[config.mk]
export PLATFORM = sky130hd
export DESIGN_NAME = fb_vga_scanout
export DESIGN_NICKNAME = d
export VERILOG_FILES = /design/src/rtl/fb_pkg.sv /design/src/rtl/fb_vga_scanout_timing.sv /design/src/rtl/fb_vga_scanout.sv
export SDC_FILE = /design/constraint.sdc
export NUM_CORES = 1
export LEC_CHECK = 0
export CAP_MARGIN = 10
export CELL_PAD_IN_SITES_DETAIL_PLACEMENT = 1
export CELL_PAD_IN_SITES_GLOBAL_PLACEMENT = 2
export CORE_UTILIZATION = 36
export CTS_BUF_LIST = sky130_fd_sc_hd__clkbuf_4 sky130_fd_sc_hd__clkbuf_8 sky130_fd_sc_hd__clkbuf_16
export DETAILED_ROUTE_END_ITERATION = 10
export PLACE_DENSITY = 0.92
export REMOVE_ABC_BUFFERS = 1
export SLEW_MARGIN = 20
export SYNTH_ARGS = -nofsm -noshare
export SYNTH_HDL_FRONTEND = slang
export SYNTH_HIERARCHICAL = 1
export SYNTH_SLANG_ARGS = --single-unit
export TNS_END_PERCENT = 100
[constraint.sdc]
create_clock -name clk -period 7.7 [get_ports clk]
set_clock_uncertainty 0.1 [all_clocks]
set_input_delay 1.925 -clock clk [delete_from_list [all_inputs] [get_ports clk]]
set_output_delay 1.925 -clock clk [all_outputs]
set_load 0.1 [all_outputs]
[src/rtl/fb_pkg.sv]
// rtl/fb_pkg.sv - frame buffer geometry, VGA 640x480 timing and RGB565 field constants
package fb_pkg;

  // Frame buffer geometry
  localparam int FB_W        = 320;
  localparam int FB_H        = 240;
  localparam int FB_ADDR_W   = 17;
  localparam int FB_PIX_W    = 16;
  localparam int FB_ADDR_MAX = FB_W * FB_H - 1;

  // 640x480@60 timing in pixel clocks / lines
  localparam int VGA_CLK_DIV  = 4;
  localparam int VGA_H_ACTIVE = 640;
  localparam int VGA_H_FP     = 16;
  localparam int VGA_H_SYNC   = 96;
  localparam int VGA_H_BP     = 48;
  localparam int VGA_V_ACTIVE = 480;
  localparam int VGA_V_FP     = 10;
  localparam int VGA_V_SYNC   = 2;
  localparam int VGA_V_BP     = 33;

  // Counter width covers H_TOTAL=800 and V_TOTAL=525
  localparam int CNT_W = 10;

  // RGB565 fields: the top 4 bits of each channel drive the 4:4:4 pins
  localparam int RGB_W = 4;
  localparam int R_HI  = 15;
  localparam int G_HI  = 10;
  localparam int B_HI  = 4;

  typedef logic [CNT_W-1:0]     cnt_t;
  typedef logic [FB_ADDR_W-1:0] fb_addr_t;

  // Raw per-pixel control decoded from the counters
  typedef struct packed {
    logic active;
    logic hs_n;
    logic vs_n;
  } vga_ctl_t;

  // Doubled-pixel address (v/2)*320 + h/2, multiply by 320 as 256+64
  function automatic fb_addr_t fb_addr(input cnt_t h, input cnt_t v);
    fb_addr_t hh;
    fb_addr_t vh;
    hh = fb_addr_t'(h >> 1);
    vh = fb_addr_t'(v >> 1);
    return (vh << 8) + (vh << 6) + hh;
  endfunction

endpackage

[src/rtl/fb_vga_scanout_timing.sv]
// rtl/fb_vga_scanout_timing.sv - pixel-enable divider, h/v counters and raw sync/active decode
module vga_timing
  import fb_pkg::*;
#(
  parameter int CLK_DIV  = VGA_CLK_DIV,
  parameter int H_ACTIVE = VGA_H_ACTIVE,
  parameter int H_FP     = VGA_H_FP,
  parameter int H_SYNC   = VGA_H_SYNC,
  parameter int H_BP     = VGA_H_BP,
  parameter int V_ACTIVE = VGA_V_ACTIVE,
  parameter int V_FP     = VGA_V_FP,
  parameter int V_SYNC   = VGA_V_SYNC,
  parameter int V_BP     = VGA_V_BP
) (
  input  logic     clk_i,
  input  logic     rst_ni,
  output logic     pix_ce_o,
  output cnt_t     h_o,
  output cnt_t     v_o,
  output vga_ctl_t ctl_o
);

  localparam int H_TOTAL = H_ACTIVE + H_FP + H_SYNC + H_BP;
  localparam int V_TOTAL = V_ACTIVE + V_FP + V_SYNC + V_BP;
  localparam int DIV_W   = $clog2(CLK_DIV);

  localparam logic [DIV_W-1:0] DIV_LAST = DIV_W'(CLK_DIV - 1);
  localparam cnt_t H_LAST   = cnt_t'(H_TOTAL - 1);
  localparam cnt_t V_LAST   = cnt_t'(V_TOTAL - 1);
  localparam cnt_t H_ACT    = cnt_t'(H_ACTIVE);
  localparam cnt_t V_ACT    = cnt_t'(V_ACTIVE);
  localparam cnt_t HS_START = cnt_t'(H_ACTIVE + H_FP);
  localparam cnt_t HS_END   = cnt_t'(H_ACTIVE + H_FP + H_SYNC);
  localparam cnt_t VS_START = cnt_t'(V_ACTIVE + V_FP);
  localparam cnt_t VS_END   = cnt_t'(V_ACTIVE + V_FP + V_SYNC);

  logic [DIV_W-1:0] div_q, div_d;
  cnt_t             h_q, h_d;
  cnt_t             v_q, v_d;
  logic             pix_ce;

  // Strobe is decoded from the divider so it is low in reset (div=0, CLK_DIV>=2)
  assign pix_ce = (div_q == DIV_LAST);

  // Next-state: divider always runs, raster counters step on the strobe
  always_comb begin
    div_d = div_q + 1'b1;
    h_d   = h_q;
    v_d   = v_q;
    if (pix_ce) begin
      div_d = '0;
      if (h_q == H_LAST) begin
        h_d = '0;
        v_d = (v_q == V_LAST) ? '0 : v_q + 1'b1;
      end else begin
        h_d = h_q + 1'b1;
      end
    end
  end

  // Divider and raster position registers
  always_ff @(posedge clk_i or negedge rst_ni) begin
    if (!rst_ni) begin
      div_q <= '0;
      h_q   <= '0;
      v_q   <= '0;
    end else begin
      div_q <= div_d;
      h_q   <= h_d;
      v_q   <= v_d;
    end
  end

  assign pix_ce_o     = pix_ce;
  assign h_o          = h_q;
  assign v_o          = v_q;
  assign ctl_o.active = (h_q < H_ACT) && (v_q < V_ACT);
  assign ctl_o.hs_n   = !((h_q >= HS_START) && (h_q < HS_END));
  assign ctl_o.vs_n   = !((v_q >= VS_START) && (v_q < VS_END));

endmodule

[src/rtl/fb_vga_scanout.sv]
// rtl/fb_vga_scanout.sv - VGA scan-out of the 320x240 RGB565 frame buffer with 2x doubling
module fb_vga_scanout
  import fb_pkg::*;
#(
  parameter int CLK_DIV  = VGA_CLK_DIV,
  parameter int H_ACTIVE = VGA_H_ACTIVE,
  parameter int H_FP     = VGA_H_FP,
  parameter int H_SYNC   = VGA_H_SYNC,
  parameter int H_BP     = VGA_H_BP,
  parameter int V_ACTIVE = VGA_V_ACTIVE,
  parameter int V_FP     = VGA_V_FP,
  parameter int V_SYNC   = VGA_V_SYNC,
  parameter int V_BP     = VGA_V_BP
) (
  input  logic                 clk,
  input  logic                 rst_n,
  output logic [FB_ADDR_W-1:0] read_addr,
  input  logic [FB_PIX_W-1:0]  read_data,
  output logic [RGB_W-1:0]     vga_r,
  output logic [RGB_W-1:0]     vga_g,
  output logic [RGB_W-1:0]     vga_b,
  output logic                 vga_hsync,
  output logic                 vga_vsync,
  output logic                 vga_de,
  output logic                 pix_ce,
  output logic                 frame_start
);

  cnt_t     h, v;
  vga_ctl_t ctl;

  vga_timing #(
    .CLK_DIV (CLK_DIV),
    .H_ACTIVE(H_ACTIVE),
    .H_FP    (H_FP),
    .H_SYNC  (H_SYNC),
    .H_BP    (H_BP),
    .V_ACTIVE(V_ACTIVE),
    .V_FP    (V_FP),
    .V_SYNC  (V_SYNC),
    .V_BP    (V_BP)
  ) u_timing (
    .clk_i   (clk),
    .rst_ni  (rst_n),
    .pix_ce_o(pix_ce),
    .h_o     (h),
    .v_o     (v),
    .ctl_o   (ctl)
  );

  // Stage 1 state: read address plus control delayed to match the memory
  fb_addr_t read_addr_q;
  vga_ctl_t ctl1_q;
  logic     frame_start_q;

  // Stage 2 state: registered pins
  logic [RGB_W-1:0] r_q, g_q, b_q;
  logic             hsync_q, vsync_q, de_q;

  // Channel LSBs are dropped when reducing 565 to 444
  logic unused_pix_bits;
  assign unused_pix_bits = ^{read_data[11], read_data[6:5], read_data[0]};

  // Stage 1: issue the read, blanking reads address 0; pulse frame_start for one clk
  always_ff @(posedge clk or negedge rst_n) begin
    if (!rst_n) begin
      read_addr_q   <= '0;
      ctl1_q        <= '{active: 1'b0, hs_n: 1'b1, vs_n: 1'b1};
      frame_start_q <= 1'b0;
    end else begin
      frame_start_q <= 1'b0;
      if (pix_ce) begin
        read_addr_q   <= ctl.active ? fb_addr(h, v) : '0;
        ctl1_q        <= ctl;
        frame_start_q <= (h == '0) && (v == '0);
      end
    end
  end

  // Stage 2: capture the returned pixel (already settled, CLK_DIV>=2) with aligned syncs
  always_ff @(posedge clk or negedge rst_n) begin
    if (!rst_n) begin
      r_q     <= '0;
      g_q     <= '0;
      b_q     <= '0;
      hsync_q <= 1'b1;
      vsync_q <= 1'b1;
      de_q    <= 1'b0;
    end else if (pix_ce) begin
      r_q     <= ctl1_q.active ? read_data[R_HI -: RGB_W] : '0;
      g_q     <= ctl1_q.active ? read_data[G_HI -: RGB_W] : '0;
      b_q     <= ctl1_q.active ? read_data[B_HI -: RGB_W] : '0;
      hsync_q <= ctl1_q.hs_n;
      vsync_q <= ctl1_q.vs_n;
      de_q    <= ctl1_q.active;
    end
  end

  assign read_addr   = read_addr_q;
  assign frame_start = frame_start_q;
  assign vga_r       = r_q;
  assign vga_g       = g_q;
  assign vga_b       = b_q;
  assign vga_hsync   = hsync_q;
  assign vga_vsync   = vsync_q;
  assign vga_de      = de_q;

endmodule

==> metrics.md, run 1 <==
| Metric | Value |
|---|---|
| N_diodes | `0` |
| Fmax | `0.247 GHz` |
| Crit end category | `primary output` |
| Seq. cell area | `1460 um2` |
| Post-CTS Resized | `0` |
| Final GP Congestion | `0.801` |
| Wirelength per Cell | `16.6 um` |
| Post-synth ARST share | `100%` |
| RSZ-0062 raised after global routing | `no` |
| Clock buffer count from CTS | `9` |
| Fin nets | `425` |
| Fin area | `4020 um2` |
| Post-Syn Area | `3240 um2` |
| Primary FF master, synth | `dfrtp_1` |
| Largest net degree at the start of global routing | `68` |
| Most area-consuming cells after synthesis | `dfrtp_1, ha_1, nand3_1` |
| Die span in y | `96.9 um` |
| Area growth, synth to finish | `23.8%` |
| Synth top cells by count | `dfrtp_1, inv_1, nand3_1` |
| Slew margin rel. | `34.2%` |
| Starting DRT DRC Count | `156` |
| Yosys reg bits | `58` |
| Die area | `9400 um2` |
| Top cell type's share of synthesized area | `41.7%` |
| Count leader, synth | `dfrtp_1` |
| CTS Hold Bufs | `0` |
| Post-Route WL | `8.21 mm` |
| Met1 wire length | `3.79 mm` |
| Post-synth EDFFs | `0` |
| Critical path type | `flop to primary output` |
| Final setup TNS | `0 ns` |
| Clock transition at the registers of the reported paths | `0.07 ns` |
| Cell taking the most area after synthesis | `dfrtp_1` |
| Starting density of the core | `37.2%` |
| WP data arrival | `2.02 ns` |
| Post-synth cell types | `61` |
| DR WL met3 | `237 um` |
| GR Overflow Total | `0` |
| Max Slew Vio Count | `0` |
| Worst slack, placed | `4.01 ns` |
| DR WL met2 | `4.07 mm` |
| CP Max Fanout | `2` |
| Placed Instance Area | `3810 um2` |
| Ys Warns | `6` |
| Vias per inst | `5.43` |
| Worst hold path type | `flop to flop` |
| Initial antenna violation count | `0` |
| First-pass GRT wire length | `14.2 mm` |
| Post-Syn Instances | `334` |
| Final hold violations | `0` |
| Root buffer cell | `clkbuf_8` |
| Post-CTS setup buffers | `0` |
| Cell total after placement | `480` |
| Layout cells sized above 1 | `11.3%` |
| GRT Overall Usage | `18.8%` |
| Final setup violation count | `0` |
| IO Count | `52` |
| Post-synthesis sequential area ratio | `44.9%` |
| Worst vdd ir | `0.0000811 V` |
| Outcome | `completed` |
| DR DRC count | `0` |
| Minimum clock period | `4.04 ns` |
| Syn Area/Cell | `9.71 um2` |
| Util after Layout | `46.1%` |
| Max cap viols | `0` |
| # rows | `34` |
| Worst-margin pin slew | `0.984 ns` |
| Post-route ant nets | `0` |
| Detailed Place HPWL | `5.51 mm` |
| Final worst-path cycle share | `52.5%` |
| Leak | `1.77 nW` |
| TritonRoute pass-1 iters | `4` |
| CTS tree | `yes` |
| Number of buffers added on ports | `47` |
| Max Buffers Root-to-Sink | `2` |
| Core Area | `8720 um2` |
| Die Span X | `96.9 um` |
| Via count | `2693` |
| H-tree depth | `3` |
| CTS sink cnt | `58` |
| Vias in the first global route | `2856` |
| Non-Filler Instances | `496` |
| Startpoint types | `flop` |
| Worst skew pair latency | `0.34 ns` |
| Critical path required time | `5.68 ns` |
| Cell Pwr Density | `162 nW/um2` |
| Area taken by multi-input logic gates | `1570 um2` |
| Max layer used | `met4` |
| Post-route setup slack | `3.66 ns` |
| Filler Cell Count | `994` |
==> cell families (layout without fill, tap and decap cells) <==
family	Yosys count	after routing	synth area share, %
XOR/XNOR	11	11	2.97
buffers and inverters	53	107	6.90
multiplexers	7	7	2.35
AO/OA/AOI/OAI	72	72	14.3
adder cells (fa/ha/maj)	24	24	9.72
flip-flops	58	58	44.9
AND/OR/NAND/NOR	109	109	18.9
==> cells in the final DEF, fill, tap and decap left out, types with 3 or more instances in the layout <==
cell type	n
xnor2_1	8
o21ai_1	3
o31ai_1	3
and3_1	3
a21oi_1	8
nor2_1	14
or3_1	3
dfstp_2	4
clkdlybuf4s50_1	46
nor4_1	5
buf_4	3
o21ai_0	31
ha_1	21
mux2_2	5
inv_1	40
clkbuf_8	11
o22ai_1	3
nand2_1	14
dfrtp_1	54
nor3_1	5
xor2_1	3
nand4_1	12
nand3_1	33
==> area by class of cell <==
class / instances / share of cell area (%)
clock inverter: 4 / 1.25
multi-input combinational: 223 / 39.0
clock buffer: 12 / 3.96
tap: 108 / 3.36
inverter: 41 / 4.02
sequential: 58 / 36.3
timing repair buffer: 50 / 12.1
==> critical path: stages, from the launching register on <==
cell	delay (ns)
dfrtp_1	0.36
ha_2	0.18
clkdlybuf4s50_1	1.14
==> where the power goes <==
| part | internal [mW] | switching [mW] |
|---|---|---|
| logic | 0.0120 | 0.0339 |
| registers | 0.308 | 0.00158 |
| clock network | 0.170 | 0.127 |
==> through the flow <==
stage	power, mW	hold slack [ns]
2_1_floorplan	0.341	0.303
3_3_place_gp	0.361	0.320
3_5_place_dp	0.362	0.332
4_1_cts	0.661	0.343
5_1_grt	0.678	0.382
6_report	0.652	0.342
==> registers in the layout (all words and copies together), names as in the netlist, 2 cells and up <==
register        count
read_addr          17
u_timing/h_o       10
vga_g               4
u_timing/v_o       10
vga_b               4
vga_r               4
u_timing/div_q      2
ctl1_q              3
==> metal layers <==
| metal | GRT usage, % | vias up |
|---|---|---|
| met2 | 30.3 | 45 |
| met1 | 24.5 | 1348 |
| li1 | - | 1290 |
| met3 | 4.05 | 10 |
| met4 | 7.46 | 0 |
| met5 | 0 | - |
==> path summary, 6_finish.rpt <==
path	startpoint	to	slack (ns)	cells past startpoint
worst max-delay path	u_timing/div_q[0]$_DFF_PN0_	pix_ce	3.66	2
worst min-delay path	u_timing/div_q[0]$_DFF_PN0_	u_timing/div_q[0]$_DFF_PN0_	0.34	1
worst max register to register	u_timing/v_o[1]$_DFFE_PN0P_	read_addr[16]$_DFFE_PN0P_	4.82	8
worst min register to register	u_timing/div_q[0]$_DFF_PN0_	u_timing/div_q[0]$_DFF_PN0_	0.34	1
max in group asynchronous	rst_n	u_timing/h_o[7]$_DFFE_PN0P_	5.38	2
min in group asynchronous	rst_n	vga_r[3]$_DFFE_PN0P_	1.61	2
(Power assumes the default switching activity.)
==> run 2: changes to the inputs <==
- CORE_UTILIZATION: 36 -> 30
- PLACE_DENSITY: 0.92 -> 0.82
- clock period: 7.7 -> 3.7 ns (I/O delays scaled with it)
==> run 2 against run 1 <==
Sequential share of layout area grew 0.22 points. Worst setup slack got worse by 2.8 ns. Critical path type unchanged. Combinational power grew 110%. Register-to-register slack lost 3.9 ns. Largest power group is now clock. Sequential cell count unchanged. Die area up 20%. Non-clock buffer count up 1. Cell count rose by 5.8%. Clock power rose by 120%. Sequential power up 110%.
==> metrics.md, run 2 (synthesized netlist as in run 1, its figures left out) <==
| Metric | Value |
|---|---|
| CP Cell Sequence | `clkdlybuf4s50_1` |
| Final GP Congestion | `0.795` |
| CTS Hold Bufs | `0` |
| IO Count | `52` |
| Clock buffer count from CTS | `9` |
| Largest net degree at the start of global routing | `55` |
| Critical path required time | `2.67 ns` |
| Worst skew pair latency | `0.34 ns` |
| Post-Route WL | `8.01 mm` |
| Worst vdd ir | `0.000161 V` |
| Final setup TNS | `0 ns` |
| Via count | `2640` |
| Critical path buffer and inverter count | `1` |
| CTS tree | `yes` |
| Starting DRT DRC Count | `78` |
| Final setup violation count | `0` |
| Wirelength per Cell | `15.3 um` |
| Fin nets | `426` |
| Vias per inst | `5.03` |
| TritonRoute pass-1 iters | `4` |
| Final worst-path cycle share | `76.7%` |
| CTS sink cnt | `58` |
| Cell Pwr Density | `352 nW/um2` |
| Critical path type | `flop to primary output` |
| Fmax | `0.352 GHz` |
| Core Area | `10400 um2` |
| Initial antenna violation count | `0` |
| Number of buffers added on ports | `47` |
| Max reg flops | `17` |
| Startpoint types | `flop` |
| Placed Instance Area | `3770 um2` |
| Layout cells sized above 1 | `20.1%` |
| Fin area | `3990 um2` |
| Max cap viols | `0` |
| Clock transition at the registers of the reported paths | `0.07 ns` |
| Max stage delay on crit path | `1.13 ns` |
| GRT Overall Usage | `15.5%` |
| Starting density of the core | `31.1%` |
| Leak | `1.83 nW` |
| Final hold violations | `0` |
| Die area | `11200 um2` |
| First-pass GRT wire length | `13.8 mm` |
| Minimum clock period | `2.84 ns` |
| Family with the most delay on the worst path | `buffers and inverters` |
| Post-route ant nets | `0` |
| RSZ-0062 raised after global routing | `no` |
| Slew margin rel. | `35.7%` |
| Post-CTS Resized | `0` |
| Max Slew Vio Count | `0` |
| N_diodes | `0` |
| CP max-delay cell | `clkdlybuf4s50_1` |
| H-tree depth | `3` |
| Root buffer cell | `clkbuf_8` |
| Commonest non-fill, non-tap cell in the layout | `dfrtp_1` |
| CP Max Fanout | `2` |
| Area growth, synth to finish | `23.1%` |
| Vias in the first global route | `2777` |
| GR Overflow Total | `0` |
| Worst-margin pin slew | `0.962 ns` |
| # rows | `37` |
| Worst slack, placed | `0.936 ns` |
| Most frequent cells in the layout | `dfrtp_1, inv_1, buf_4` |
| Post-route setup slack | `0.862 ns` |
| Detailed Place HPWL | `5.77 mm` |
| Die Span X | `106 um` |
| Post-CTS setup buffers | `0` |
| Crit end category | `primary output` |
| Die span in y | `106 um` |
| Outcome | `completed` |
| Max Buffers Root-to-Sink | `2` |
| WP data arrival | `1.81 ns` |
| Worst hold path type | `flop to flop` |
| DR DRC count | `0` |
-- run 2: changes by cell type in the layout (fill, tap and decap cells not counted) --
cell | before | now
buf_2 | 1 | 0
buf_4 | 3 | 38
bufinv_16 | 1 | 2
clkbuf_8 | 11 | 10
clkdlybuf4s50_1 | 46 | 13
clkinv_2 | 1 | 2
clkinvlp_4 | 2 | 1
-- run 2: metrics by stage --
stage / std cells / utilization [%] / power, mW / hold slack, ns
global route: 525 / 38.3 / 1.46 / 0.349
detailed placement: 509 / 36.2 / 0.752 / 0.327
global placement: 509 / 36.2 / 0.751 / 0.319
finish: 525 / 38.3 / 1.41 / 0.340
CTS: 525 / 38.3 / 1.43 / 0.340
floorplan: 322 / - / 0.710 / 0.303
-- run 2: layout make-up --
cell class | instances | area, um2
Fill cell | 1218 | 6420
Timing Repair Buffer | 51 | 415
Tap cell | 136 | 170
Multi-Input combinational cell | 223 | 1570
Sequential cell | 58 | 1460
Clock inverter | 5 | 77.6
Inverter | 41 | 161
Clock buffer | 11 | 145
-- run 2: worst paths after layout --
kind	startpoint	endpoint	slack (ns)	cells after the start
setup reg to reg	u_timing/v_o[1]$_DFFE_PN0P_	read_addr[16]$_DFFE_PN0P_	0.92	8
min in group asynchronous	rst_n	read_addr[15]$_DFFE_PN0P_	0.49	1
hold reg to reg	u_timing/div_q[0]$_DFF_PN0_	u_timing/div_q[0]$_DFF_PN0_	0.34	1
hold / removal	u_timing/div_q[0]$_DFF_PN0_	u_timing/div_q[0]$_DFF_PN0_	0.34	1
max in group asynchronous	rst_n	vga_hsync$_DFFE_PN1P_	2.37	2
setup / recovery	vga_g[2]$_DFFE_PN0P_	vga_g[2]	0.86	1
-- run 2: layer usage --
layer,GRT usage (%),share of wire (%),vias up
met4,6.55,1.7,0
met5,0,0,-
met3,2.58,3.1,12
met2,25.1,48,44
met1,20.5,47,1296
li1,-,-,1288
-- run 2: power breakdown --
group / internal, mW / total, mW / switching [mW]
Clock: 0.403 / 0.667 / 0.264
Combinational: 0.0239 / 0.0948 / 0.0709
Sequential: 0.641 / 0.644 / 0.00337
Total: 1.07 / 1.41 / 0.338
